==> src/rtl/usb_crc_engine_if.sv <==
// Handshake bundle for usb_crc_engine.
// The master side is the packet engine or bench. The slave side is the CRC engine.
//   start       : reinitialise the CRC register; aborts any append
//   din_valid   : din carries DW data bits this cycle, din[0] first on the wire
//   in_ready    : engine accepts data (ACC state)
//   append      : request serialisation of the inverted CRC
//   dout_valid  : dout carries an append beat, dout[0] first on the wire
//   dout_ready  : consumer accepts the append beat
//   crc_out     : live CRC register
//   crc_ok      : crc_out equals the good-packet residue
interface usb_crc_engine_if #(
  parameter int WIDTH = 16,
  parameter int DW    = 1
);
  logic             start;
  logic             din_valid;
  logic [DW-1:0]    din;
  logic             in_ready;
  logic             append;
  logic             dout_valid;
  logic [DW-1:0]    dout;
  logic             dout_ready;
  logic [WIDTH-1:0] crc_out;
  logic             crc_ok;

  modport master (
    output start, din_valid, din, append, dout_ready,
    input  in_ready, dout_valid, dout, crc_out, crc_ok
  );

  modport slave (
    input  start, din_valid, din, append, dout_ready,
    output in_ready, dout_valid, dout, crc_out, crc_ok
  );
endinterface

==> src/rtl/usb_crc_engine.sv <==
// Parametrised USB CRC generator/checker (CRC5 and CRC16 from one RTL).
// Folds DW data bits per accepted beat into an MSB-feedback LFSR. On append it
// serialises the inverted CRC MSB-first as a handshaked sequence of WIDTH/DW
// beats. On receive, crc_ok flags that the register holds the residue.
// Ports:
//   i_clk   : clock, rising edge
//   i_rst_n : synchronous reset, active low
//   bus     : usb_crc_engine_if slave modport (data in, append out, status)
module usb_crc_engine #(
  parameter int               WIDTH   = 16,
  parameter logic [WIDTH-1:0] POLY    = 16'h8005,
  parameter logic [WIDTH-1:0] INIT    = {WIDTH{1'b1}},
  parameter logic [WIDTH-1:0] RESIDUE = 16'h800D,
  parameter int               DW      = 1
) (
  input  logic              i_clk,
  input  logic              i_rst_n,
  usb_crc_engine_if.slave   bus
);

  localparam int BEATS = WIDTH / DW;
  localparam int CW    = $clog2(BEATS + 1);
  localparam logic [CW-1:0] CNT_LOAD = CW'(BEATS - 1);

  typedef enum logic [0:0] {ST_ACC = 1'b0, ST_APP = 1'b1} state_t;

  state_t           r_state;
  logic [WIDTH-1:0] r_crc;
  logic [WIDTH-1:0] r_snap;
  logic [CW-1:0]    r_cnt;
  logic             r_dout_valid;
  logic [DW-1:0]    r_dout;

  logic [WIDTH-1:0] w_crc_next;
  logic [WIDTH-1:0] w_init_next;
  logic [WIDTH-1:0] w_snap_shift;

  // Apply the serial bit step DW times, din[0] first.
  function automatic logic [WIDTH-1:0] fold(input logic [WIDTH-1:0] c,
                                            input logic [DW-1:0]    d);
    logic [WIDTH-1:0] r;
    logic             fb;
    r = c;
    for (int i = 0; i < DW; i++) begin
      fb = r[WIDTH-1] ^ d[i];
      r  = {r[WIDTH-2:0], 1'b0};
      if (fb) begin
        r = r ^ POLY;
      end else begin
        r = r;
      end
    end
    return r;
  endfunction

  // Beat taken from the top of the snapshot: dout[k] = s[WIDTH-1-k], MSB on wire first.
  function automatic logic [DW-1:0] msb_beat(input logic [WIDTH-1:0] s);
    logic [DW-1:0] b;
    for (int k = 0; k < DW; k++) begin
      b[k] = s[WIDTH-1-k];
    end
    return b;
  endfunction

  // Next-register candidates: running fold, restart fold, and snapshot advance.
  always_comb begin
    w_crc_next   = bus.din_valid ? fold(r_crc, bus.din) : r_crc;
    w_init_next  = bus.din_valid ? fold(INIT, bus.din) : INIT;
    w_snap_shift = r_snap << DW;
  end

  // Control FSM, CRC register and append serialiser; start overrides the state.
  always_ff @(posedge i_clk) begin
    if (!i_rst_n) begin
      r_state      <= ST_ACC;
      r_crc        <= INIT;
      r_snap       <= '0;
      r_cnt        <= '0;
      r_dout_valid <= 1'b0;
      r_dout       <= '0;
    end else if (bus.start) begin
      r_crc <= w_init_next;
      if (bus.append) begin
        r_state      <= ST_APP;
        r_snap       <= ~w_init_next;
        r_cnt        <= CNT_LOAD;
        r_dout_valid <= 1'b1;
        r_dout       <= msb_beat(~w_init_next);
      end else begin
        r_state      <= ST_ACC;
        r_snap       <= '0;
        r_cnt        <= '0;
        r_dout_valid <= 1'b0;
        r_dout       <= '0;
      end
    end else begin
      case (r_state)
        ST_ACC: begin
          r_crc <= w_crc_next;
          if (bus.append) begin
            // Snapshot includes a beat folded in this same cycle.
            r_state      <= ST_APP;
            r_snap       <= ~w_crc_next;
            r_cnt        <= CNT_LOAD;
            r_dout_valid <= 1'b1;
            r_dout       <= msb_beat(~w_crc_next);
          end else begin
            r_dout_valid <= 1'b0;
            r_dout       <= '0;
          end
        end
        ST_APP: begin
          // Data and append requests are ignored here; only the handshake advances.
          if (r_dout_valid && bus.dout_ready) begin
            if (r_cnt == '0) begin
              r_state      <= ST_ACC;
              r_snap       <= '0;
              r_dout_valid <= 1'b0;
              r_dout       <= '0;
            end else begin
              r_snap <= w_snap_shift;
              r_cnt  <= r_cnt - CW'(1);
              r_dout <= msb_beat(w_snap_shift);
            end
          end else begin
            r_snap <= r_snap;
          end
        end
        default: begin
          r_state      <= ST_ACC;
          r_snap       <= '0;
          r_cnt        <= '0;
          r_dout_valid <= 1'b0;
          r_dout       <= '0;
        end
      endcase
    end
  end

  assign bus.in_ready   = (r_state == ST_ACC);
  assign bus.dout_valid = r_dout_valid;
  assign bus.dout       = r_dout;
  assign bus.crc_out    = r_crc;
  assign bus.crc_ok     = (r_crc == RESIDUE);

endmodule

==> src/flat_wrapper.sv <==
// flat-port wrapper written by rule: the top's interface ports become plain ports
module usb_crc_engine_flat 
#(
  parameter int               WIDTH   = 16,
  parameter logic [WIDTH-1:0] POLY    = 16'h8005,
  parameter logic [WIDTH-1:0] INIT    = {WIDTH{1'b1}},
  parameter logic [WIDTH-1:0] RESIDUE = 16'h800D,
  parameter int               DW      = 1
)
  (i_clk, i_rst_n, bus_start, bus_din_valid, bus_din, bus_append, bus_dout_ready, bus_in_ready, bus_dout_valid, bus_dout, bus_crc_out, bus_crc_ok);
  usb_crc_engine_if #(.WIDTH(WIDTH), .DW(DW)) bus_i ();
  input  logic i_clk;
  input  logic i_rst_n;
  input wire logic [$bits(bus_i.start)-1:0] bus_start;
  input wire logic [$bits(bus_i.din_valid)-1:0] bus_din_valid;
  input wire logic [$bits(bus_i.din)-1:0] bus_din;
  input wire logic [$bits(bus_i.append)-1:0] bus_append;
  input wire logic [$bits(bus_i.dout_ready)-1:0] bus_dout_ready;
  output wire logic [$bits(bus_i.in_ready)-1:0] bus_in_ready;
  output wire logic [$bits(bus_i.dout_valid)-1:0] bus_dout_valid;
  output wire logic [$bits(bus_i.dout)-1:0] bus_dout;
  output wire logic [$bits(bus_i.crc_out)-1:0] bus_crc_out;
  output wire logic [$bits(bus_i.crc_ok)-1:0] bus_crc_ok;
  assign bus_i.start = bus_start;
  assign bus_i.din_valid = bus_din_valid;
  assign bus_i.din = bus_din;
  assign bus_i.append = bus_append;
  assign bus_i.dout_ready = bus_dout_ready;
  assign bus_in_ready = bus_i.in_ready;
  assign bus_dout_valid = bus_i.dout_valid;
  assign bus_dout = bus_i.dout;
  assign bus_crc_out = bus_i.crc_out;
  assign bus_crc_ok = bus_i.crc_ok;
  usb_crc_engine #(.WIDTH(WIDTH), .POLY(POLY), .INIT(INIT), .RESIDUE(RESIDUE), .DW(DW)) u_core (.i_clk(i_clk), .i_rst_n(i_rst_n), .bus(bus_i));
endmodule
==> config.mk <==
export PLATFORM = sky130hd
export DESIGN_NAME = usb_crc_engine_flat
export DESIGN_NICKNAME = d
export VERILOG_FILES = /design/src/rtl/usb_crc_engine_if.sv /design/src/rtl/usb_crc_engine.sv /design/src/flat_wrapper.sv
export SDC_FILE = /design/constraint.sdc
export NUM_CORES = 1
export LEC_CHECK = 0
export CELL_PAD_IN_SITES_DETAIL_PLACEMENT = 0
export CELL_PAD_IN_SITES_GLOBAL_PLACEMENT = 2
export CORE_MARGIN = 2
export CORE_UTILIZATION = 32
export DETAILED_ROUTE_END_ITERATION = 12
export GPL_TIMING_DRIVEN = 0
export PLACE_DENSITY = 0.84
export SETUP_SLACK_MARGIN = 0.1
export SKIP_CTS_REPAIR_TIMING = 1
export SLEW_MARGIN = 25
export SYNTH_ARGS = -nofsm -noshare
export SYNTH_HDL_FRONTEND = slang
export SYNTH_SLANG_ARGS = --single-unit
==> constraint.sdc <==
create_clock -name i_clk -period 2.2 [get_ports i_clk]
set_input_delay 0.55 -clock i_clk [delete_from_list [all_inputs] [get_ports i_clk]]
set_output_delay 0.55 -clock i_clk [all_outputs]
set_load 0.005 [all_outputs]
==> impl_metrics.env <==
export IMPL_status="complete, no violations"
export IMPL_swShare_pct=26.25
export IMPL_io_buffers=24
export IMPL_yosys_register_bits=39
export IMPL_htree_levels=2
export IMPL_drt_iter0_drc=130
export IMPL_finalSetupViolations=0
export IMPL_grt_usage_pct=15.15
export IMPL_root_buffer="clkbuf_8"
export IMPL_dp_slack_ns=-0.1296
export IMPL_synthTopCellsByCount="dfxtp_1 (39), nand2_1 (39), nand3_1 (17), mux2i_1 (15)"
export IMPL_clk_latency_ns=0.30
export IMPL_drc=0
export IMPL_p_switching_uw=467.9
export IMPL_fin_area_um2=2491
export IMPL_period_minus_slack_ns=2.024
export IMPL_postSynthAreaPerCell_um2=8.505
export IMPL_path_cells="inv_2 > buf_6 > clkdlybuf4s50_1"
export IMPL_synthArstFlopShare_pct=0
export IMPL_drive_gt1_share_pct=12.50
export IMPL_setup_worst_path_start="u_core.r_state"
export IMPL_ys_types=41
export IMPL_rsz0062_at_grt="false"
export IMPL_initial_core_util_pct=33.13
export IMPL_dpl_cell_area_um2=2307
export IMPL_worstHoldPathType="flop to flop"
export IMPL_syn_to_final_growth_pct=26.25
export IMPL_grt_start_max_net_pins=14
export IMPL_cts_sinks=39
export IMPL_hold_start="u_core.r_snap[8]"
export IMPL_synth_cell_area_um2=1973
export IMPL_avgViaCountPerCell=5.218
export IMPL_path_clk_slew_ns=0.08
export IMPL_vias=1769
export IMPL_seqPwrFrac_pct=43.5
export IMPL_grt_pass1_wl_um=7914
export IMPL_finalNetCount=271
export IMPL_crit_buf_inv=3
export IMPL_io_pin_count=27
export IMPL_setup_ws_ns=0.1763
export IMPL_slew_violations=0
export IMPL_tightest_slew_ns=0.5787
export IMPL_drt_total_wl_um=4968
export IMPL_fmax_mhz=494.1
export IMPL_slowest_stage="clkdlybuf4s50_1"
export IMPL_dr_pass1_iters=4
export IMPL_final_util_pct=41.83
export IMPL_synth_area_leader_cell="dfxtp_1"
export IMPL_finClkSkew_ns=0.004710
export IMPL_core_area_um2=5956
export IMPL_maxCapViolations=0
export IMPL_die_w_um=82.53
export IMPL_crit_path_end_kind="output port"
export IMPL_cts_buffer_depth=2
export IMPL_max_slew_margin_pct=61.42
export IMPL_ys_warn_count=0
export IMPL_grt_overflow=0
export IMPL_reg2reg_from="u_core.r_cnt[0]"
export IMPL_critPathMaxFanout=10
export IMPL_cp_start_kind="flop"
export IMPL_critPathArrivalTime_ns=1.47
export IMPL_finalPower_mw=1.783
export IMPL_multi_input_area_um2=1111
export IMPL_wl_per_cell_um=14.65
export IMPL_syn_inst=232
export IMPL_finalCritPeriodShare_pct=91.99
export IMPL_hpwlAfterDp_um=3463
export IMPL_critical_path_max_stage_delay_ns=0.50
export IMPL_die_area_um2=6810
export IMPL_diodes=0
export IMPL_peakVddDrop_mv=0.2531
export IMPL_ant_nets=0
export IMPL_tritoncts="yes"
export IMPL_cts_buffers=5
export IMPL_gp_congestion=0.7195
export IMPL_synth_edf_count=0
export IMPL_power_frac_clock_pct=41.5
export IMPL_synthesis_nets=240
export IMPL_critPathRequiredTime_ns=1.65
export IMPL_num_fill_cells=628
export IMPL_first_global_vias=1603
export IMPL_critPathTopFamily="buffers and inverters"
export IMPL_ys_seq_area_share_pct=39.57
export IMPL_hold_viol=0
export IMPL_regArea_um2=789.5
export IMPL_p_leak_nw=1.014
export IMPL_p_comb_share_pct=15.1
export IMPL_die_h_um=82.53
export IMPL_num_rows=28
export IMPL_antenna_found_initial=0
export IMPL_yosysTopAreaCellShare_pct=39.57
export IMPL_powerDensity_nw_per_um2=715.6
export IMPL_synth_flop_cell="dfxtp_1"
export IMPL_criticalPathCategory="flop to output port"
export IMPL_p_int_mw=1.315
export IMPL_synth_area_leaders="dfxtp_1 (40%), mux2i_1 (7.6%), nand2_1 (7.4%)"
==> cell type report <==
class,instances,share of cell area [%]
flip-flops and latches,39,31.69
inverters,5,0.7534
plain buffers,17,3.968
well taps,75,3.767
clock inverters,3,2.712
clock buffers,5,2.762
multi-input cells,171,44.60
repair buffers,24,9.744
==> placed cells by master, fill, tap and decap left out, types with 3 or more instances in the layout <==
cell	netlist	final
clkbuf_8	0	5
clkbuf_1	11	9
a31oi_1	6	6
mux2i_1	15	15
nand2_1	39	39
nor3_1	8	8
inv_1	5	4
nor2_1	12	11
a21oi_1	11	11
dfxtp_2	0	4
nor2b_1	3	3
a22oi_1	13	13
o2bb2ai_1	13	13
nand3_1	17	17
o21ai_0	6	6
clkdlybuf4s50_1	0	23
dfxtp_1	39	34
o221a_2	3	3
buf_2	3	3
==> per-stage QoR <==
stage               instances  hold WS (ns)  setup TNS, ns
floorplan                 232        0.4320              0
global placement          331        0.4501         -1.781
detailed placement        331        0.4512         -1.563
CTS                       339        0.4699        -0.4411
global route              339        0.4818              0
finish                    339        0.4689              0
==> layer usage <==
metal | share of wire, % | GRT usage, %
met1 | 52 | 22.50
met5 | 0 | 0
met4 | 1.3 | 4.426
met3 | 3.0 | 3.261
met2 | 43 | 21.77
==> worst paths after layout <==
check | to | slack, ns | cells past startpoint
setup / recovery | bus_in_ready | 0.18 | 3
setup reg to reg | u_core.r_cnt[2] | 0.34 | 6
hold / removal | u_core.r_snap[8] | 0.47 | 1
hold reg to reg | u_core.r_snap[8] | 0.47 | 1
==> registers in the layout, indices dropped and copies added, names as in the netlist <==
register and cells:
u_core.r_state 1, u_core.bus.crc_out 16, u_core.bus.dout_valid 1, u_core.r_cnt 5, u_core.bus.dout 1, u_core.r_snap 15
==> kinds of logic after synthesis <==
logic type	synth area share, %
XOR/XNOR	2.093
AO/OA/AOI/OAI	21.18
adder cells (fa/ha/maj)	0.6340
AND/OR/NAND/NOR	23.40
buffers and inverters	5.517
multiplexers	7.609
flip-flops	39.57
==> power by group through the flow <==
| stage | Clock (mW) | Sequential, mW | Combinational (mW) |
|---|---|---|---|
| 5_1_grt | 0.766 | 0.780 | 0.299 |
| 3_3_place_gp | 0 | 0.788 | 0.266 |
| 3_5_place_dp | 0 | 0.788 | 0.263 |
| 6_report | 0.739 | 0.775 | 0.269 |
| 2_1_floorplan | 0 | 0.780 | 0.181 |
| 4_1_cts | 0.745 | 0.772 | 0.265 |
(Power assumes the default switching activity.)
